[config.mk]
export PLATFORM = sky130hd
export DESIGN_NAME = fetch_decode_queue
export DESIGN_NICKNAME = d
export VERILOG_FILES = /design/src/rtl/fetch_decode_queue.sv
export SDC_FILE = /design/constraint.sdc
export NUM_CORES = 1
export LEC_CHECK = 0
export CAP_MARGIN = 20
export CORE_MARGIN = 2
export CORE_UTILIZATION = 25
export DETAILED_ROUTE_END_ITERATION = 16
export MAX_ROUTING_LAYER = met4
export PLACE_DENSITY_LB_ADDON = 0.25
export REMOVE_ABC_BUFFERS = 1
export SETUP_SLACK_MARGIN = 0.02
export SLEW_MARGIN = 15
export SYNTH_ARGS = -nofsm -noshare
export SYNTH_HDL_FRONTEND = slang
export SYNTH_SLANG_ARGS = --single-unit
[constraint.sdc]
create_clock -name clk_i -period 4.25 [get_ports clk_i]
set_clock_uncertainty 0.05 [all_clocks]
set_input_delay 1.0625 -clock clk_i [delete_from_list [all_inputs] [get_ports clk_i]]
set_output_delay 1.0625 -clock clk_i [all_outputs]
set_load 0.02 [all_outputs]
[src/rtl/fetch_decode_queue.sv]
// In-order instruction buffer between fetch and decode.
// The head entry is held in an output register so that no input reaches an output combinationally.
module fetch_decode_queue #(
  parameter int DEPTH   = 4,
  parameter int ADDR_W  = 40,
  parameter int CAUSE_W = 6
) (
  input  logic                     clk_i,
  input  logic                     rst_i,
  input  logic                     flush_i,
  input  logic                     valid_i,
  output logic                     ready_o,
  input  logic [ADDR_W-1:0]        pc_i,
  input  logic [31:0]              inst_i,
  input  logic                     ex_valid_i,
  input  logic [CAUSE_W-1:0]       ex_cause_i,
  input  logic                     bpred_taken_i,
  input  logic [ADDR_W-1:0]        bpred_addr_i,
  output logic                     valid_o,
  input  logic                     ready_i,
  output logic [ADDR_W-1:0]        pc_o,
  output logic [31:0]              inst_o,
  output logic                     ex_valid_o,
  output logic [CAUSE_W-1:0]       ex_cause_o,
  output logic                     bpred_taken_o,
  output logic [ADDR_W-1:0]        bpred_addr_o,
  output logic [$clog2(DEPTH):0]   count_o
);

  localparam int PTR_W = $clog2(DEPTH);
  localparam int CNT_W = PTR_W + 1;
  localparam int ENT_W = ADDR_W + 32 + 1 + CAUSE_W + 1 + ADDR_W;

  typedef enum logic {RUN, EXC_HOLD} state_t;

  state_t              state_reg, state_next;
  logic [PTR_W-1:0]    wr_ptr_reg, wr_ptr_next;
  logic [PTR_W-1:0]    rd_ptr_reg, rd_ptr_next;
  logic [CNT_W-1:0]    count_reg, count_next;
  logic [ENT_W-1:0]    head_reg, head_next;
  logic [ENT_W-1:0]    mem [DEPTH];
  logic [ENT_W-1:0]    in_entry;
  logic                push, pop;

  assign in_entry = {pc_i, inst_i, ex_valid_i, ex_cause_i, bpred_taken_i, bpred_addr_i};

  assign ready_o = (state_reg == RUN) && (count_reg != CNT_W'(DEPTH));
  assign valid_o = (count_reg != '0);
  assign push    = valid_i && ready_o;
  assign pop     = valid_o && ready_i;
  assign count_o = count_reg;

  assign {pc_o, inst_o, ex_valid_o, ex_cause_o, bpred_taken_o, bpred_addr_o} = head_reg;

  // Pointer / occupancy update; flush overrides any push or pop in the same cycle.
  always_comb begin
    wr_ptr_next = wr_ptr_reg;
    rd_ptr_next = rd_ptr_reg;
    count_next  = count_reg;
    if (flush_i) begin
      wr_ptr_next = '0;
      rd_ptr_next = '0;
      count_next  = '0;
    end else begin
      if (push) wr_ptr_next = wr_ptr_reg + PTR_W'(1);
      if (pop)  rd_ptr_next = rd_ptr_reg + PTR_W'(1);
      count_next = count_reg + CNT_W'(push) - CNT_W'(pop);
    end
  end

  // Next head: bypass the incoming entry when it lands exactly on the new read slot.
  always_comb begin
    head_next = head_reg;
    if (!flush_i && (count_next != '0)) begin
      if (push && (wr_ptr_reg == rd_ptr_next))
        head_next = in_entry;
      else
        head_next = mem[rd_ptr_next];
    end
  end

  always_comb begin
    state_next = state_reg;
    if (flush_i)
      state_next = RUN;
    else if ((state_reg == RUN) && push && ex_valid_i)
      state_next = EXC_HOLD;
  end

  always_ff @(posedge clk_i) begin
    if (push && !flush_i)
      mem[wr_ptr_reg] <= in_entry;
  end

  always_ff @(posedge clk_i or posedge rst_i) begin
    if (rst_i) begin
      state_reg  <= RUN;
      wr_ptr_reg <= '0;
      rd_ptr_reg <= '0;
      count_reg  <= '0;
      head_reg   <= '0;
    end else begin
      state_reg  <= state_next;
      wr_ptr_reg <= wr_ptr_next;
      rd_ptr_reg <= rd_ptr_next;
      count_reg  <= count_next;
      head_reg   <= head_next;
    end
  end

endmodule
## Yosys cells after proc, flatten, opt, wreduce, memory -nomap -nowiden

Memory sizes are Yosys's and may differ from the RTL's. A register that Yosys moved wholly into a read port is not among the register bits.
Cells that the tools add are included.

| storage, ports and cells | value |
|---|---|
| bits in writable memories | 480 |
| logic and storage cells | 32 |
| input bits | 125 |
| register bits after elaboration | 8 |
| memories | 1 |

| cells by class | value |
|---|---|
| add/subtract/negate cells | 4 |
| muxes and demuxes | 9 |
| bitwise operators | 1 |
| eq/ne operators | 1 |
| reduce and logical (&&, ||, !) cells | 12 |

Memories:

| memory | words | bits a word | rd ports | clocked after Yosys merged registers in | wr ports | line | RTL |
|---|---|---|---|---|---|---|---|
| mem | 4 | 120 | 1 | 1 | 1 | 41 | `logic [ENT_W-1:0] mem [DEPTH];` |

Operator list:

| kind | count |
|---|---|
| $mux W2 | 4 |
| $logic_and A1 B1 Y1 | 7 |
| $reduce_bool A3 Y1 | 2 |
| $add A2 B1 Y2 const B | 2 |
| $mux W1 | 4 |
| $reduce_bool A2 Y1 | 2 |
| $add A3 B1 Y3 | 1 |
| $mux W3 | 1 |
| $ne A3 B3 Y1 const B | 1 |
| $sub A3 B1 Y3 | 1 |
| $logic_not A1 Y1 | 1 |
| $not A1 Y1 | 1 |

## Logic depth before layout (Yosys ltp)

Gate-level depths: netlist (run 1).

| depth | value |
|---|---|
| word-level depth | 8 |
| gate-level depth with buffers | 16 |
| depth with buffers taken out | 13 |

## Least setup slack after synthesis (run 1)

No wires, ideal clock.

| timing path | value |
|---|---|
| path type | input -> register |
| from | input port flush_i |
| to | memory mem[0][0] (netlist bit) (enable) |
| path buffers | 2 |
| arrival time | 4.420 ns |
| required time | 3.706 ns |
| stages on the path | 4 |
| path slack | -0.714 ns |
| cells stage by stage | clkbuf_1 buf_1 nor2_1 and2_1 |

| on the way | value |
|---|---|
| longest elaborated chain between the ends | 4 |

RTL lines:

| element | line | RTL |
|---|---|---|
| start: declaration | 10 | `input logic flush_i,` |
| $logic_not A1 Y1 | 91 | `if (push && !flush_i)` |
| $logic_and A1 B1 Y1 | 91 |  |
| $mux W1 | 91 |  |
| $mux W1 (not written as such) | 92 | `mem[wr_ptr_reg] <= in_entry;` |
| end: declaration | 41 |  |

No other way between the ends.

## Worst setup path after layout (run 1)

| timing path | value |
|---|---|
| from | input port valid_i |
| to | register head_reg[117], read port of mem |

| on the way | value |
|---|---|
| longest elaborated chain between the ends | 6 |

RTL lines:

| element | line | RTL |
|---|---|---|
| start: declaration | 11 | `input logic valid_i,` |
| $logic_and A1 B1 Y1 | 49 | `assign push = valid_i && ready_o;` |
| $add A3 B1 Y3 | 67 | `count_next = count_reg + CNT_W'(push) - CNT_W'(pop);` |
| $sub A3 B1 Y3 | 67 |  |
| $mux W3 | 60 | `if (flush_i) begin` |
| $reduce_bool A3 Y1 | 74 | `if (!flush_i && (count_next != '0)) begin` |
| $logic_and A1 B1 Y1 | 74 |  |
| end: declaration | 40 | `logic [ENT_W-1:0] head_reg, head_next;` |

No other way between the ends.
A chain may end at the register's enable or synchronous reset.

==> results of run 1 <==
-- metal layers --
| metal | up-vias | global-route usage |
|---|---|---|
| li1 | 6618 | - |
| met1 | 7983 | 0.1968 |
| met2 | 405 | 0.2648 |
| met3 | 105 | 0.03198 |
| met4 | 0 | 0.04513 |
| met5 | - | - |
-- worst paths after layout --
| path | start | end | slack, ns | cells past startpoint |
|---|---|---|---|---|
| max | valid_i | head_reg[117] | 0.53 | 13 |
| min | head_reg[76] | head_reg[76] | 0.46 | 2 |
| max reg2reg | count_o[1] | head_reg[117] | 0.64 | 14 |
| min reg2reg | head_reg[76] | head_reg[76] | 0.46 | 2 |
| max in group asynchronous | rst_i | head_reg[17] | 2.52 | 3 |
| min in group asynchronous | rst_i | head_reg[14] | 0.83 | 2 |
-- area by class of cell --
cell class / instances / area, um^2
clock inverter: 29 / 320.3
fill: 9142 / 64050
clock buffer: 100 / 1977
timing repair buffer: 312 / 3329
inverter: 9 / 43.79
sequential: 608 / 17620
tap: 1265 / 1583
antenna: 5 / 12.51
multi-input combinational: 762 / 5649
-- power breakdown --
part           total, mW  switching [mW]  internal, mW
clock               6.06            2.44          3.62
combinational       6.60            3.93          2.67
sequential          7.92           0.576          7.35
total               20.6            6.95          13.6
-- synthesized netlist by cell type --
| master | n | share of area |
|---|---|---|
| a211oi_1 | 120 | 0.038 |
| a21oi_1 | 1 | 0.00021 |
| a221oi_1 | 120 | 0.044 |
| a22oi_1 | 120 | 0.038 |
| a31oi_1 | 1 | 0.00026 |
| and2_1 | 124 | 0.033 |
| and3b_1 | 1 | 0.00037 |
| buf_1 | 3 | 0.00047 |
| buf_2 | 21 | 0.0044 |
| clkbuf_1 | 109 | 0.017 |
| dfrtp_1 | 128 | 0.13 |
| edfxtp_1 | 480 | 0.61 |
| fa_1 | 1 | 0.00084 |
| ha_1 | 6 | 0.0032 |
| inv_1 | 9 | 0.0014 |
| nand2_1 | 2 | 0.00032 |
| nand2b_1 | 1 | 0.00026 |
| nand3_1 | 1 | 0.00021 |
| nor2_1 | 6 | 0.00095 |
| nor2b_1 | 121 | 0.032 |
| nor3_1 | 1 | 0.00021 |
| nor3b_1 | 1 | 0.00032 |
| nor4_2 | 1 | 0.00053 |
| o311ai_1 | 1 | 0.00037 |
| o31ai_1 | 121 | 0.038 |
| or2_0 | 1 | 0.00026 |
| or2_1 | 1 | 0.00026 |
| or2_2 | 1 | 0.00026 |
| or3_1 | 1 | 0.00026 |
| or4b_2 | 1 | 0.00042 |
| xnor2_1 | 3 | 0.0011 |
| xnor3_1 | 2 | 0.0019 |
| xor2_1 | 2 | 0.00074 |
-- logic make-up after synthesis --
kind of cell | count (synthesis)
buffers and inverters | 142
and+or+nand+nor | 264
DFF | 608
adders and majority gates | 7
xor gates and xnor gates | 7
AOI/OAI and AO/OA | 484
-- critical path, stage by stage --
cell,delay (ns)
clkdlybuf4s50_1,0.51
nand2_1,0.10
ha_1,0.30
inv_1,0.06
ha_1,0.13
inv_1,0.06
fa_1,0.39
xnor3_1,0.20
and3b_1,0.22
or2_4,0.25
or2_4,0.32
buf_12,0.21
o31ai_1,0.30
-- metrics by stage --
step           worst slack, ns  cell area (um^2)
3_5_place_dp          -0.09075             28230
3_3_place_gp          -0.09309             28230
6_report                0.5311             30540
5_1_grt                 0.3505             30540
2_1_floorplan           -6.519             23260
4_1_cts                 0.5463             30520
==> flow_summary.yaml, run 1 <==
placed_design:
  gp_congestion: 0.7135
  port_buffers: 249
  hpwl_um: 40200
  placedCellCount: 2956
synthesis:
  seq_area_frac_synth: 0.7407
  synth_area_per_cell_um2: 15.73
  synth_cell_types: 33
  ys_warn_count: 0
  synth_compound_area_frac: 0.1590
  synth_fa_ha_area_frac: 0.003998
  synth_xor_area_frac: 0.003735
  ys_ff_latch: 608
  synth_area_um2: 23780
  synth_simple_gate_area_frac: 0.06907
  synth_cells: 1512
  synth_mux_area_frac: 0
  synth_top_family_by_area: "compound AO/OA/AOI/OAI gates"
cts:
  clk_path_buf_depth: 3
  cts_hold_buf: 0
  cts_tree: "yes"
  cts-root-buf: "clkbuf_16"
  ctsResizeCount: 0
  cts_num_sinks: 608
  htreeDepth: 3
  clk_latency_ns: 0.62
  cts_made_buffers: 71
  clkTransAtPathRegs_ns: 0.05
  cts_setup_buffers: 0
die:
  coreArea_um2: 94590
  initial_core_util: 0.2515
  die_w_um: 312.4
  die_y_um: 312.4
  row_count: 113
  io-pin-count: 250
  die_area_um2: 97620
detailed_routing:
  vias: 15110
  wl_met1_um: 32870
  top_layer_used: "met4"
  drc: 0
  firstDrtPassIters: 5
  wl_met2_um: 37740
  drt_first_iter_violations: 1016
  drt-vias-per-instance: 4.890
  drt.antenna.violating_nets: 0
  wl_met3_um: 4050
  routedWlPerCell_um: 24.61
  wl_um: 76040
timing:
  fin_crit_sh: 0.8750
  drv_slew: 0
  setup_viol: 0
  finalHoldViolCount: 0
  rsz0062_at_grt: "no"
  worst_pin_slew_ns: 0.9600
  period_needed_ns: 3.719
  fmax_ghz: 0.2689
  slew_headroom: 0.3600
  hold_ws_ns: 0.4573
  finalSetupTns_ns: 0
final_layout:
  syn2layout_area_growth_pct: 28.39
  final_util: 0.3228
  drive_gt1_frac: 0.1005
  layout_commonest_cell: "edfxtp_1"
  largest_reg_flops: 480
  fin_nets: 1896
  final_cell_mix: "edfxtp_1, clkdlybuf4s50_1, dfrtp_1, nor2b_1, o31ai_1"
  final_cells: 3090
power:
  leakage_nw: 10.17
  p_total_mw: 20.59
  cellPowerDensity_nw_per_um2: 674.3
  peakVddDrop_mv: 0.3738
setup_path:
  worstPathArrival_ns: 4.17
  critPathCaptureType: "register"
  crit_type: "in -> reg"
  critPathRequiredTime_ns: 4.70
  start_kind: "input port"
  crit_fanout: 40
global_route:
  grt_max_degree: 121
  grt_pass1_wl_um: 112300
  grt_pass1_vias: 16110
  grt_overflow_total: 0
  grt_usage: 0.1594
  antenna_found_initial: 5
hold_path:
  hold_path_class: "reg -> reg"
outcome:
  outcome: "finished clean"
job:
  drv_cap: 0
No activity file was read; power rests on OpenSTA's default activity.
==> inputs of run 2 (changes only) <==
Settings changed: CORE_MARGIN 2 to not set.
==> flow_summary.yaml, run 2 (synthesis gave the netlist of run 1 again) <==
setup_path:
  crit_fanout: 13
  start_kind: "input port"
  reg2reg_slack_ns: 0.65
  path_cells: "clkdlybuf4s50_1 -> o31ai_1 -> inv_1 -> ha_1 -> inv_1 -> ha_1 -> inv_1 -> fa_1 -> xnor3_1 -> and3b_1 -> or2_4 -> or2_4 -> buf_4 -> o31ai_1"
  cp.depth: 14
  worst_path_most_repeated_cell: "inv_1"
  critical_path.top_delay_family: "buffers and inverters"
  r2r_end: "head_reg[97]"
  rr_worst_depth: 14
  slowest_stage: "clkdlybuf4s50_1"
  crit_type: "in -> reg"
  r2r_start: "count_o[1]"
  critPathRequiredTime_ns: 4.71
  max_stage_delay_ns: 0.47
  setup.worst_path.start: "ready_i"
  worstPathArrival_ns: 4.20
  critPathCaptureType: "register"
  crit_buf_inv: 5
  crit_end: "head_reg[97]"
global_route:
  grt_pass1_wl_um: 109200
  grt_usage: 0.1597
  grt_pass1_vias: 15970
  antenna_found_initial: 10
  grt_overflow_total: 0
  grt_max_degree: 121
die:
  die_w_um: 310.4
  row_count: 112
  io-pin-count: 250
  coreArea_um2: 93750
  die_y_um: 310.4
  die_area_um2: 96370
  initial_core_util: 0.2537
cts:
  htreeDepth: 3
  clk_path_buf_depth: 3
  clk_latency_ns: 0.63
  cts_tree: "yes"
  ctsResizeCount: 0
  cts_made_buffers: 72
  cts_hold_buf: 0
  clkTransAtPathRegs_ns: 0.06
  cts_setup_buffers: 0
  cts-root-buf: "clkbuf_16"
  cts_num_sinks: 608
hold_path:
  hold_path_class: "reg -> reg"
  min_from: "head_reg[93]"
power:
  p_total_mw: 20.66
  cellPowerDensity_nw_per_um2: 674.5
  peakVddDrop_mv: 0.4076
  leakage_nw: 10.21
final_layout:
  largest_reg_flops: 480
  final_cell_mix: "edfxtp_1, clkdlybuf4s50_1, dfrtp_1, nor2b_1, o31ai_1"
  drive_gt1_frac: 0.1021
  nFillCells: 9066
  fin_nets: 1896
  layout_commonest_cell: "edfxtp_1"
  design_area_um2: 30630
  syn2layout_area_growth_pct: 28.77
job:
  drv_cap: 0
outcome:
  outcome: "finished clean"
placed_design:
  gp_congestion: 0.7507
  port_buffers: 249
  place_area_um2: 28230
  hpwl_um: 39990
timing:
  slew_headroom: 0.3397
  finalHoldViolCount: 0
  rsz0062_at_grt: "no"
  period_needed_ns: 3.742
  worst_pin_slew_ns: 0.9904
  hold_ws_ns: 0.4473
  setup_viol: 0
  drv_slew: 0
  fin_crit_sh: 0.8804
  fmax_ghz: 0.2673
detailed_routing:
  drt_first_iter_violations: 1048
  drc: 0
  drt.antenna.violating_nets: 0
  routedWlPerCell_um: 24.35
  drt-vias-per-instance: 4.890
  wl_um: 75140
  vias: 15090
  firstDrtPassIters: 5
run 2: changes by cell type in the layout (fill, tap and decap cells not counted), moves of 2 or more:
cell and change:
buf_12 +2, buf_4 -2, clkbuf_1 -2, clkbuf_8 +5, clkinv_2 -2, diode_2 +5, inv_6 -2
run 2: metrics by stage:
stage,cells,util,setup slack [ns],TNS [ns]
4_1_cts,3076,0.3264,0.5149,0
5_1_grt,3086,0.3267,0.3768,0
2_1_floorplan,1379,-,-6.519,-1070.51
6_report,3086,0.3267,0.5082,0
3_5_place_dp,2944,0.3011,-0.1312,-7.227
3_3_place_gp,2944,0.3011,-0.1335,-13.03
run 2: how the worst min path moves through the flow:
stage	slack [ns]	endpoint	depth (start not counted)
6_report	0.45	head_reg[93]	2
5_1_grt	0.47	head_reg[93]	2
4_1_cts	0.45	head_reg[93]	2
3_5_place_dp	0.44	head_reg[93]	2
3_3_place_gp	0.44	head_reg[74]	2
2_1_floorplan	0.43	state_reg	2
run 2: final cells by class:
| class | count | area (um^2) | area share |
|---|---|---|---|
| multi-input cells | 762 | 5649 | 0.1845 |
| inverters | 9 | 43.79 | 0.001430 |
| repair buffers | 311 | 3343 | 0.1092 |
| clock inverters | 28 | 311.5 | 0.01017 |
| clock buffers | 104 | 2063 | 0.06737 |
| diodes | 10 | 25.02 | 0.0008171 |
| flip-flops and latches | 608 | 17620 | 0.5754 |
| well taps | 1254 | 1569 | 0.05123 |
run 2: report_power, final:
part / leakage [nW] / switching (mW) / total [mW] / internal [mW]
Clock: 1.17 / 2.48 / 6.18 / 3.70
Combinational: 3.13 / 3.88 / 6.56 / 2.68
Sequential: 5.91 / 0.567 / 7.91 / 7.35
Total: 10.2 / 6.93 / 20.7 / 13.7
run 2: routing by layer:
| metal | vias up | GRT usage | wire length [um] |
|---|---|---|---|
| li1 | 6621 | - | - |
| met2 | 440 | 0.2657 | 37660 |
| met5 | - | - | 0 |
| met1 | 7941 | 0.1946 | 32000 |
| met3 | 88 | 0.03010 | 3952 |
| met4 | 0 | 0.05235 | 1533 |
run 2: worst reg2reg max path: stages (launching register included):
cell and delay [ns]:
dfrtp_1 0.53, nor3b_1 0.12, nor2_1 0.22, nand2_1 0.12, ha_1 0.30, inv_1 0.06
ha_1 0.13, inv_1 0.06, fa_1 0.39, xnor3_1 0.20, and3b_1 0.20, or2_4 0.23
or2_4 0.34, buf_4 0.24, o31ai_1 0.31
==> inputs of run 3 (changes only) <==
Settings changed: RECOVER_POWER set to 25.
==> flow_summary.yaml, run 3 (synthesis gave the netlist of run 1 again) <==
power:
  peakVddDrop_mv: 0.4085
  p_total_mw: 20.64
  comb_power_share: 0.318
  p_switching_mw: 6.930
  switching_share: 0.3358
  cellPowerDensity_nw_per_um2: 673.6
  leakage_nw: 10.23
  sequentialPowerShare: 0.383
  p_clk_frac: 0.299
  p_int_mw: 13.71
job:
  drv_cap: 0
detailed_routing:
  vias: 15150
  drt_first_iter_violations: 1035
  drt.antenna.violating_nets: 0
  drt-vias-per-instance: 4.901
  firstDrtPassIters: 5
  drc: 0
  wl_um: 75190
  routedWlPerCell_um: 24.33
die:
  die_area_um2: 96370
  io-pin-count: 250
  coreArea_um2: 93750
  die_w_um: 310.4
  die_y_um: 310.4
  row_count: 112
  initial_core_util: 0.2537
final_layout:
  layout_commonest_cell: "edfxtp_1"
  largest_reg_flops: 480
  fin_nets: 1896
  final_cell_mix: "edfxtp_1, clkdlybuf4s50_1, dfrtp_1, nor2b_1, o31ai_1"
  syn2layout_area_growth_pct: 28.81
  drive_gt1_frac: 0.1021
timing:
  finalHoldViolCount: 0
  worst_pin_slew_ns: 1.019
  fmax_ghz: 0.2686
  hold_ws_ns: 0.4477
  setup_viol: 0
  finalSetupTns_ns: 0
  fin_crit_sh: 0.8761
  period_needed_ns: 3.723
  rsz0062_at_grt: "no"
  drv_slew: 0
  slew_headroom: 0.3206
cts:
  htreeDepth: 3
  cts_tree: "yes"
  cts-root-buf: "clkbuf_16"
  cts_num_sinks: 608
  clk_latency_ns: 0.62
  cts_setup_buffers: 0
  cts_made_buffers: 72
  cts_hold_buf: 0
  ctsResizeCount: 0
  clk_path_buf_depth: 3
  clkTransAtPathRegs_ns: 0.06
outcome:
  outcome: "finished clean"
global_route:
  grt_usage: 0.1597
  antenna_found_initial: 19
  grt_pass1_wl_um: 109200
  grt_max_degree: 121
  grt_overflow_total: 0
  grt_pass1_vias: 15970
placed_design:
  gp_congestion: 0.7507
  hpwl_um: 39990
  port_buffers: 249
setup_path:
  worstPathArrival_ns: 4.19
  crit_type: "in -> reg"
  crit_fanout: 30
  start_kind: "input port"
  critPathRequiredTime_ns: 4.72
  critPathCaptureType: "register"
hold_path:
  hold_path_class: "reg -> reg"
[run 3: area by class of cell]
| class | instances | area (um^2) |
|---|---|---|
| Inverter | 9 | 43.79 |
| Multi-Input combinational cell | 762 | 5649 |
| Timing Repair Buffer | 311 | 3343 |
| Clock buffer | 104 | 2063 |
| Antenna cell | 14 | 35.03 |
| Fill cell | 9066 | 63110 |
| Clock inverter | 28 | 311.5 |
| Sequential cell | 608 | 17620 |
| Tap cell | 1254 | 1569 |
[run 3: power by group through the flow]
stage	Combinational [mW]	Clock, mW	Sequential (mW)
4_1_cts	6.68	6.36	7.93
6_report	6.55	6.17	7.91
2_1_floorplan	2.60	0	8.59
5_1_grt	7.01	6.56	7.99
3_5_place_dp	6.67	0	8.02
3_3_place_gp	6.59	0	8.03
[run 3: per-layer routing]
| layer | global-route usage | vias to the layer above | share of wire |
|---|---|---|---|
| met4 | 0.05235 | 0 | 0.021 |
| met1 | 0.1946 | 7951 | 0.42 |
| li1 | - | 6631 | - |
| met5 | - | - | 0 |
| met2 | 0.2657 | 465 | 0.50 |
| met3 | 0.03010 | 98 | 0.054 |
[run 3: critical path, cell delays in order]
cell	delay, ns
clkdlybuf4s50_1	0.47
o31ai_1	0.13
inv_1	0.10
ha_1	0.28
inv_1	0.06
ha_1	0.13
inv_1	0.06
fa_1	0.39
xnor3_1	0.20
and3b_1	0.20
or2_4	0.23
or2_4	0.34
buf_12	0.22
o31ai_1	0.31
[run 3: final timing paths]
kind / start / to / slack (ns) / cells after the start
setup / recovery: ready_i / head_reg[40] / 0.53 / 14
hold / removal: head_reg[93] / head_reg[93] / 0.45 / 2
setup reg to reg: count_o[1] / head_reg[40] / 0.66 / 14
hold reg to reg: head_reg[93] / head_reg[93] / 0.45 / 2
max in group asynchronous: rst_i / wr_ptr_reg[1] / 2.56 / 3
min in group asynchronous: rst_i / head_reg[59] / 0.81 / 2
[run 3: through the flow]
step                cell area (um^2)  cells  setup WS, ns    util
floorplan                      23260   1379        -6.519       -
global placement               28230   2944       -0.1335  0.3011
detailed placement             28230   2944       -0.1312  0.3011
CTS                            30600   3076        0.5149  0.3264
global route                   30640   3090        0.3747  0.3268
finish                         30640   3090        0.5267  0.3268
